[src/rtl/ram_initiator.sv]
// Burst command initiator for a dual-port RAM: streams write bursts into the
// write port and issues read bursts, returning read data on a response stream.
module ram_initiator #(
  parameter int unsigned DATA_WIDTH = 64,
  parameter int unsigned ADDR_WIDTH = 12,
  parameter int unsigned RD_LATENCY = 1
) (
  input  logic                  clk,
  input  logic                  resetn,
  input  logic                  cmd_valid,
  output logic                  cmd_ready,
  input  logic                  cmd_write,
  input  logic [ADDR_WIDTH-1:0] cmd_addr,
  input  logic [7:0]            cmd_len,
  input  logic                  wr_valid,
  output logic                  wr_ready,
  input  logic [DATA_WIDTH-1:0] wr_data,
  output logic                  rsp_valid,
  output logic [DATA_WIDTH-1:0] rsp_data,
  output logic                  rsp_last,
  output logic                  busy,
  output logic                  ram_write,
  output logic [ADDR_WIDTH-1:0] ram_wr_address,
  output logic [DATA_WIDTH-1:0] ram_data_in,
  output logic                  ram_read,
  output logic [ADDR_WIDTH-1:0] ram_rd_address,
  input  logic [DATA_WIDTH-1:0] ram_data_out
);

  typedef enum logic [1:0] {S_IDLE, S_WRITE, S_READ, S_DRAIN} state_t;

  state_t                  r_state;
  state_t                  w_state_nxt;
  logic [ADDR_WIDTH-1:0]   r_addr;
  logic [7:0]              r_remaining;
  logic                    r_ram_write;
  logic [ADDR_WIDTH-1:0]   r_wr_addr;
  logic [DATA_WIDTH-1:0]   r_data_in;
  logic                    r_ram_read;
  logic                    r_rd_last;
  logic [ADDR_WIDTH-1:0]   r_rd_addr;
  logic [RD_LATENCY:1]     r_pipe_vld;
  logic [RD_LATENCY:1]     r_pipe_last;
  logic                    r_rsp_valid;
  logic                    r_rsp_last;
  logic [DATA_WIDTH-1:0]   r_rsp_data;
  logic                    w_rem_zero;
  logic                    w_drained;
  logic [RD_LATENCY:0]     w_vld_chain;
  logic [RD_LATENCY:0]     w_last_chain;

  assign w_rem_zero   = (r_remaining == '0);
  // Stage 0 of each chain is the registered strobe currently seen by the RAM.
  assign w_vld_chain  = {r_pipe_vld, r_ram_read};
  assign w_last_chain = {r_pipe_last, r_ram_read & r_rd_last};
  assign w_drained    = !r_ram_read && (r_pipe_vld == '0);

  always_ff @(posedge clk or negedge resetn) begin
    if (!resetn) r_state <= S_IDLE;
    else         r_state <= w_state_nxt;
  end

  always_comb begin
    w_state_nxt = r_state;
    cmd_ready   = 1'b0;
    wr_ready    = 1'b0;
    busy        = 1'b1;
    case (r_state)
      S_IDLE: begin
        cmd_ready = 1'b1;
        busy      = 1'b0;
        if (cmd_valid) w_state_nxt = cmd_write ? S_WRITE : S_READ;
      end
      S_WRITE: begin
        wr_ready = 1'b1;
        if (wr_valid && w_rem_zero) w_state_nxt = S_IDLE;
      end
      S_READ:  if (w_rem_zero) w_state_nxt = S_DRAIN;
      S_DRAIN: if (w_drained)  w_state_nxt = S_IDLE;
      default: w_state_nxt = S_IDLE;
    endcase
  end

  always_ff @(posedge clk or negedge resetn) begin
    if (!resetn) begin
      r_addr      <= '0;
      r_remaining <= '0;
      r_ram_write <= 1'b0;
      r_wr_addr   <= '0;
      r_data_in   <= '0;
      r_ram_read  <= 1'b0;
      r_rd_last   <= 1'b0;
      r_rd_addr   <= '0;
    end else begin
      r_ram_write <= 1'b0;
      r_ram_read  <= 1'b0;
      case (r_state)
        S_IDLE: begin
          if (cmd_valid) begin
            r_addr      <= cmd_addr;
            r_remaining <= cmd_len;
          end
        end
        S_WRITE: begin
          if (wr_valid) begin
            r_ram_write <= 1'b1;
            r_wr_addr   <= r_addr;
            r_data_in   <= wr_data;
            r_addr      <= r_addr + 1'b1;
            r_remaining <= r_remaining - 1'b1;
          end
        end
        S_READ: begin
          r_ram_read  <= 1'b1;
          r_rd_addr   <= r_addr;
          r_rd_last   <= w_rem_zero;
          r_addr      <= r_addr + 1'b1;
          r_remaining <= r_remaining - 1'b1;
        end
        default: ;
      endcase
    end
  end

  always_ff @(posedge clk or negedge resetn) begin
    if (!resetn) begin
      r_pipe_vld  <= '0;
      r_pipe_last <= '0;
      r_rsp_valid <= 1'b0;
      r_rsp_last  <= 1'b0;
      r_rsp_data  <= '0;
    end else begin
      r_pipe_vld  <= w_vld_chain[RD_LATENCY-1:0];
      r_pipe_last <= w_last_chain[RD_LATENCY-1:0];
      r_rsp_valid <= r_pipe_vld[RD_LATENCY];
      r_rsp_last  <= r_pipe_vld[RD_LATENCY] & r_pipe_last[RD_LATENCY];
      if (r_pipe_vld[RD_LATENCY]) r_rsp_data <= ram_data_out;
    end
  end

  assign ram_write      = r_ram_write;
  assign ram_wr_address = r_wr_addr;
  assign ram_data_in    = r_data_in;
  assign ram_read       = r_ram_read;
  assign ram_rd_address = r_rd_addr;
  assign rsp_valid      = r_rsp_valid;
  assign rsp_last       = r_rsp_last;
  assign rsp_data       = r_rsp_data;

endmodule

[config.mk]
export PLATFORM = sky130hd
export DESIGN_NAME = ram_initiator
export DESIGN_NICKNAME = d
export VERILOG_FILES = /design/src/rtl/ram_initiator.sv
export SDC_FILE = /design/constraint.sdc
export NUM_CORES = 1
export LEC_CHECK = 0
export ABC_AREA = 1
export BUFFER_PORTS_ARGS = -buffer_cell sky130_fd_sc_hd__buf_4
export CAP_MARGIN = 25
export CORE_MARGIN = 2
export CORE_UTILIZATION = 52
export DETAILED_ROUTE_END_ITERATION = 10
export PLACE_DENSITY = 0.86
export SYNTH_ARGS = -nofsm -noshare
export SYNTH_HDL_FRONTEND = slang
export SYNTH_SLANG_ARGS = --single-unit
[constraint.sdc]
create_clock -name clk -period 4.24 [get_ports clk]
set_clock_uncertainty 0.15 [all_clocks]
set_input_delay 0.848 -clock clk [delete_from_list [all_inputs] [get_ports clk]]
set_output_delay 0.848 -clock clk [all_outputs]
set_load 0.02 [all_outputs]
Word level (Yosys, flattened, before mapping) --
Cells that the tools add are included.
Operators by class: bitwise logic cells 3, order comparisons 0, muxes and demuxes 18, multipliers 0, add/subtract/negate cells 2, shift-type cells 0, equal/unequal tests 8, reduce and logical (&&, ||, !) cells 9, divide/modulo/power cells 0
Operators by type and width (count):
- $pmux W12 S3 | 1
- $mux W12 | 2
- $pmux W8 S3 | 1
- $mux W8 | 2
- $add A12 B1 Y12 const B | 1
- $mux W2 | 5
- $ne A2 B2 Y1 const B | 5
- $logic_not A8 Y1 | 1
- $pmux W2 S4 | 1
- $sub A8 B1 Y8 const B | 1
- $mux W1 | 6
- $eq A2 B2 Y1 const B | 2
- $reduce_and A4 Y1 | 1
- $reduce_and A3 Y1 | 1
- $reduce_bool A3 Y1 | 1
- $and A1 B1 Y1 | 2
- $eq A2 B1 Y1 const B | 1
- $logic_and A1 B1 Y1 | 2
- $logic_not A2 Y1 | 1
- $reduce_and A2 Y1 | 1
- $logic_not A1 Y1 | 1
- $not A1 Y1 | 1
Word-level totals: bits in writable memories 0, memory bits (read-only) 0, logic and storage cells 54, input port bits 153, latch bits 0, memories 0, register bits 181, output and inout port bits 159

Logic depth before layout (Yosys ltp) --
depth after elaboration 4, depth in mapped cells 10, gate-level depth less buffers 10

Least setup slack after synthesis --
No wires, ideal clock.
kind reg-to-output, start reg r_state[0], end out busy, setup slack 2.246 ns, data required time 3.242 ns, cell stages (with the launch flop) 4, path buffers 0, arrival time 0.996 ns, path through dfrtp_1 -> inv_1 -> ha_1 -> inv_1
Between the ends: cells in the longest elaborated chain, start to end 2
RTL lines:
- from (decl) | RTL line 32 | state_t r_state;
- from (signal assigned) | RTL line 60 | else r_state <= w_state_nxt;
- $logic_not A2 Y1 | RTL line 68 | case (r_state)
- $mux W1 | RTL line 68
- to (decl) | RTL line 21 | output logic busy,
No other way between the ends.

Worst setup path in the final report --
start reg r_state[0], end reg r_addr[9]
Between the ends: cells in the longest elaborated chain, start to end 3, elaborated cells on any way between the ends 8, classes of those cells eq/ne: 4; mux: 1; reduce/logical: 3
RTL lines:
- $eq A2 B1 Y1 (tied with other cells) | RTL line 97 | case (r_state)
- $ne A2 B2 Y1 (no source line) or $reduce_bool A3 Y1 (tied branches)
- $reduce_and A3 Y1 (no source line)
- to (signal assigned) | RTL line 100 | r_addr <= cmd_addr;
- to (signal assigned) | RTL line 109 | r_addr <= r_addr + 1'b1;
- to (signal assigned) | RTL line 117 | r_addr <= r_addr + 1'b1;
- to (decl) | RTL line 34 | logic [ADDR_WIDTH-1:0] r_addr;
Parallel ways exist; a longest one is shown, timed or not. A chain may end at the register's enable or synchronous reset.

==> flow_metrics.tcl <==
set metrics [dict create \
    path_max_fanout 29 \
    post-cts-setup-buffer-count 0 \
    viasPerCell 5.01 \
    startpoint "r_state[0]" \
    hold_path.class "register to register" \
    multi_input_area_um2 2590 \
    io_buffer_count 311 \
    status "finished, final reports clean" \
    dpl_cell_area_um2 9860 \
    worstSetupStartpointType "register" \
    die_w_um 123 \
    grt_pass1_wl_um 30100 \
    path_class "register to register" \
    postCtsHoldBufs 0 \
    synth_flop_cell "dfrtp_1" \
    grt_max_degree 101 \
    ir_drop_v 0.000399 \
    clockBufferDepth 2 \
    async_reset_ff_frac 1.00 \
    rows 43 \
    synth_warnings 0 \
    io_pins 312 \
    critPathRequiredTime_ns 4.42 \
    whs_ns 0.287 \
    synth_edf_count 0 \
    ys_ff_latch 181 \
    ys_top_cells_by_area "dfrtp_1 61%, nand2_1 15%, mux2_2 9.7%, o21ai_0 3.0%, nor2_1 2.2%" \
    relSlewSlack 0.407 \
    dpl_worst_slack_ns 1.53 \
    final_cell_mix "316 x buf_4, 287 x nand2_1, 180 x dfrtp_1" \
    track_usage 0.264 \
    timing.setup.tns_ns 0 \
    grt_pass1_vias 5812 \
    syn_area_per_cell_um2 10.0 \
    cts_resized 0 \
    clkTransAtPathRegs_ns 0.07 \
    num_antenna_cells 0 \
    drc 0 \
    rr_worst_depth 9 \
    crit_arrival_ns 2.91 \
    setup_viol 0 \
    regArea_um2 4530 \
    drt_first_pass_iters 5 \
    dp_hpwl_um 14700 \
    powerDensity_nw_per_um2 856 \
    cts_tree "built" \
    synth.distinct_cells 28 \
    worst_slew_pin_slew_ns 0.889 \
    grt_util_met2 0.439 \
    rr_startpoint "r_state[0]" \
    clock-sinks 181 \
    endpoint_kind "register" \
    fin_area_um2 10400 \
    h-tree-depth 4 \
    area_delta_synth_final_pct 41.0 \
    nets 1203 \
    cp-endpoint "r_addr[9]" \
    core_area_um2 13900 \
    place_congestion 0.846 \
    post_drt_wl_per_cell_um 16.5 \
    synth_top_area_frac 0.612 \
    die_h_um 123 \
    start_util 0.533 \
    period_minus_slack_ns 2.73 \
    detail_route.iter0.violations 357 \
    die-area_um2 15200 \
    reg2reg_to "r_addr[9]" \
    cts_buffers 17 \
    setup_ws_ns 1.51 \
    r2r_slack_ns 1.51 \
    grt.met1_usage 0.320 \
    antenna_left 0 \
    synth_seq_area_share 0.612 \
    drive_gt1_frac 0.406 \
    final_common_cell "buf_4" \
    synth_top_area_cell "dfrtp_1" \
    busiest_layer "met2" \
    netlist_instances 737 \
    drv_cap 0 \
    clk_latency_ns 0.43 \
    maxSlewViolCount 0 \
    nFillCells 997 \
    finalHoldViolations 0 \
    routed_wl_um 20300 \
    grt_antenna_before_repair 0 \
    root_buffer "clkbuf_16" \
    num_vias 6186 \
    p_leak_nw 5.51 \
    period_share 0.644 \
    fmax_mhz 366 \
    rsz0062_at_grt "no" \
    grt_overflow 0 \
    syn_area_um2 7400 \
    syn_nets 898 \
    met3_usage 0.0752 \
    fin_util 0.752 \
]
==> kinds of logic after synthesis <==
| group | Yosys count | share of synthesized area |
|---|---|---|
| fa+ha+maj | 8 | 0.0135 |
| buf+inv | 62 | 0.0389 |
| simple gates | 360 | 0.191 |
| compound gates | 60 | 0.0451 |
| xor+xnor | 2 | 0.00237 |
| flops | 181 | 0.612 |
| mux | 64 | 0.0974 |
==> per-stage QoR <==
stage               total power [mW]  std cells
floorplan                       5.65        737
global placement                7.30       1202
detailed placement              7.44       1203
CTS                             8.99       1235
global route                    9.50       1235
finish                          8.93       1235
==> flip-flops by register name, summed over array words and instances (netlist names) <==
| name | flops |
|---|---|
| ram_data_in | 64 |
| rsp_last | 1 |
| ram_write | 1 |
| ram_read | 1 |
| r_rd_last | 1 |
| r_remaining | 8 |
| r_state | 2 |
| ram_wr_address | 12 |
| ram_rd_address | 12 |
| r_pipe_last | 1 |
| rsp_valid | 1 |
| r_addr | 12 |
| rsp_data | 64 |
| r_pipe_vld | 1 |
==> power breakdown <==
| part | internal, mW | switching (mW) |
|---|---|---|
| Clock | 0.857 | 0.658 |
| Combinational | 1.82 | 2.50 |
| Sequential | 2.57 | 0.530 |
| Total | 5.24 | 3.69 |
==> Yosys cell counts (2+ instances only) <==
cell type,count
a21oi_1,8
nand2_1,287
nand2_2,2
nor2_2,3
nor2_1,44
nand3_1,17
or2_2,3
mux2_2,64
clkbuf_1,9
inv_1,30
nor2_4,2
buf_4,8
buf_2,14
dfrtp_1,181
o21ai_0,44
nand4_1,2
ha_1,8
==> worst min path at each step <==
stage                    start         end  slack, ns  depth (start not counted)
finish                ram_read  r_pipe_vld       0.29                          0
global route          ram_read  r_pipe_vld       0.31                          0
CTS                   ram_read  r_pipe_vld       0.29                          0
detailed placement    ram_read  r_pipe_vld       0.27                          0
global placement      ram_read  r_pipe_vld       0.26                          0
floorplan           r_pipe_vld   rsp_valid       0.23                          0
==> final cells by class <==
class                   count  share of cell area
flip-flops and latches    181               0.434
multi-input cells         494               0.248
repair buffers            318               0.231
clock buffers              21              0.0451
well taps                 180              0.0216
inverters                  30              0.0108
clock inverters            11             0.00971
==> metal layers <==
layer	routed length (um)	up-vias
met4	797	0
met1	7710	2933
li1	-	2955
met3	1600	48
met2	10200	250
met5	0	-
==> critical path, cell delays in order (launching register included) <==
cell and delay, ns:
dfrtp_1 0.39, inv_1 0.10, ha_1 0.85, inv_1 0.42, nor2_1 0.27, nand2_1 0.09, o21bai_1 0.16, nand2_1 0.08
nand2_1 0.08, inv_1 0.04
(Power assumes the default switching activity.)
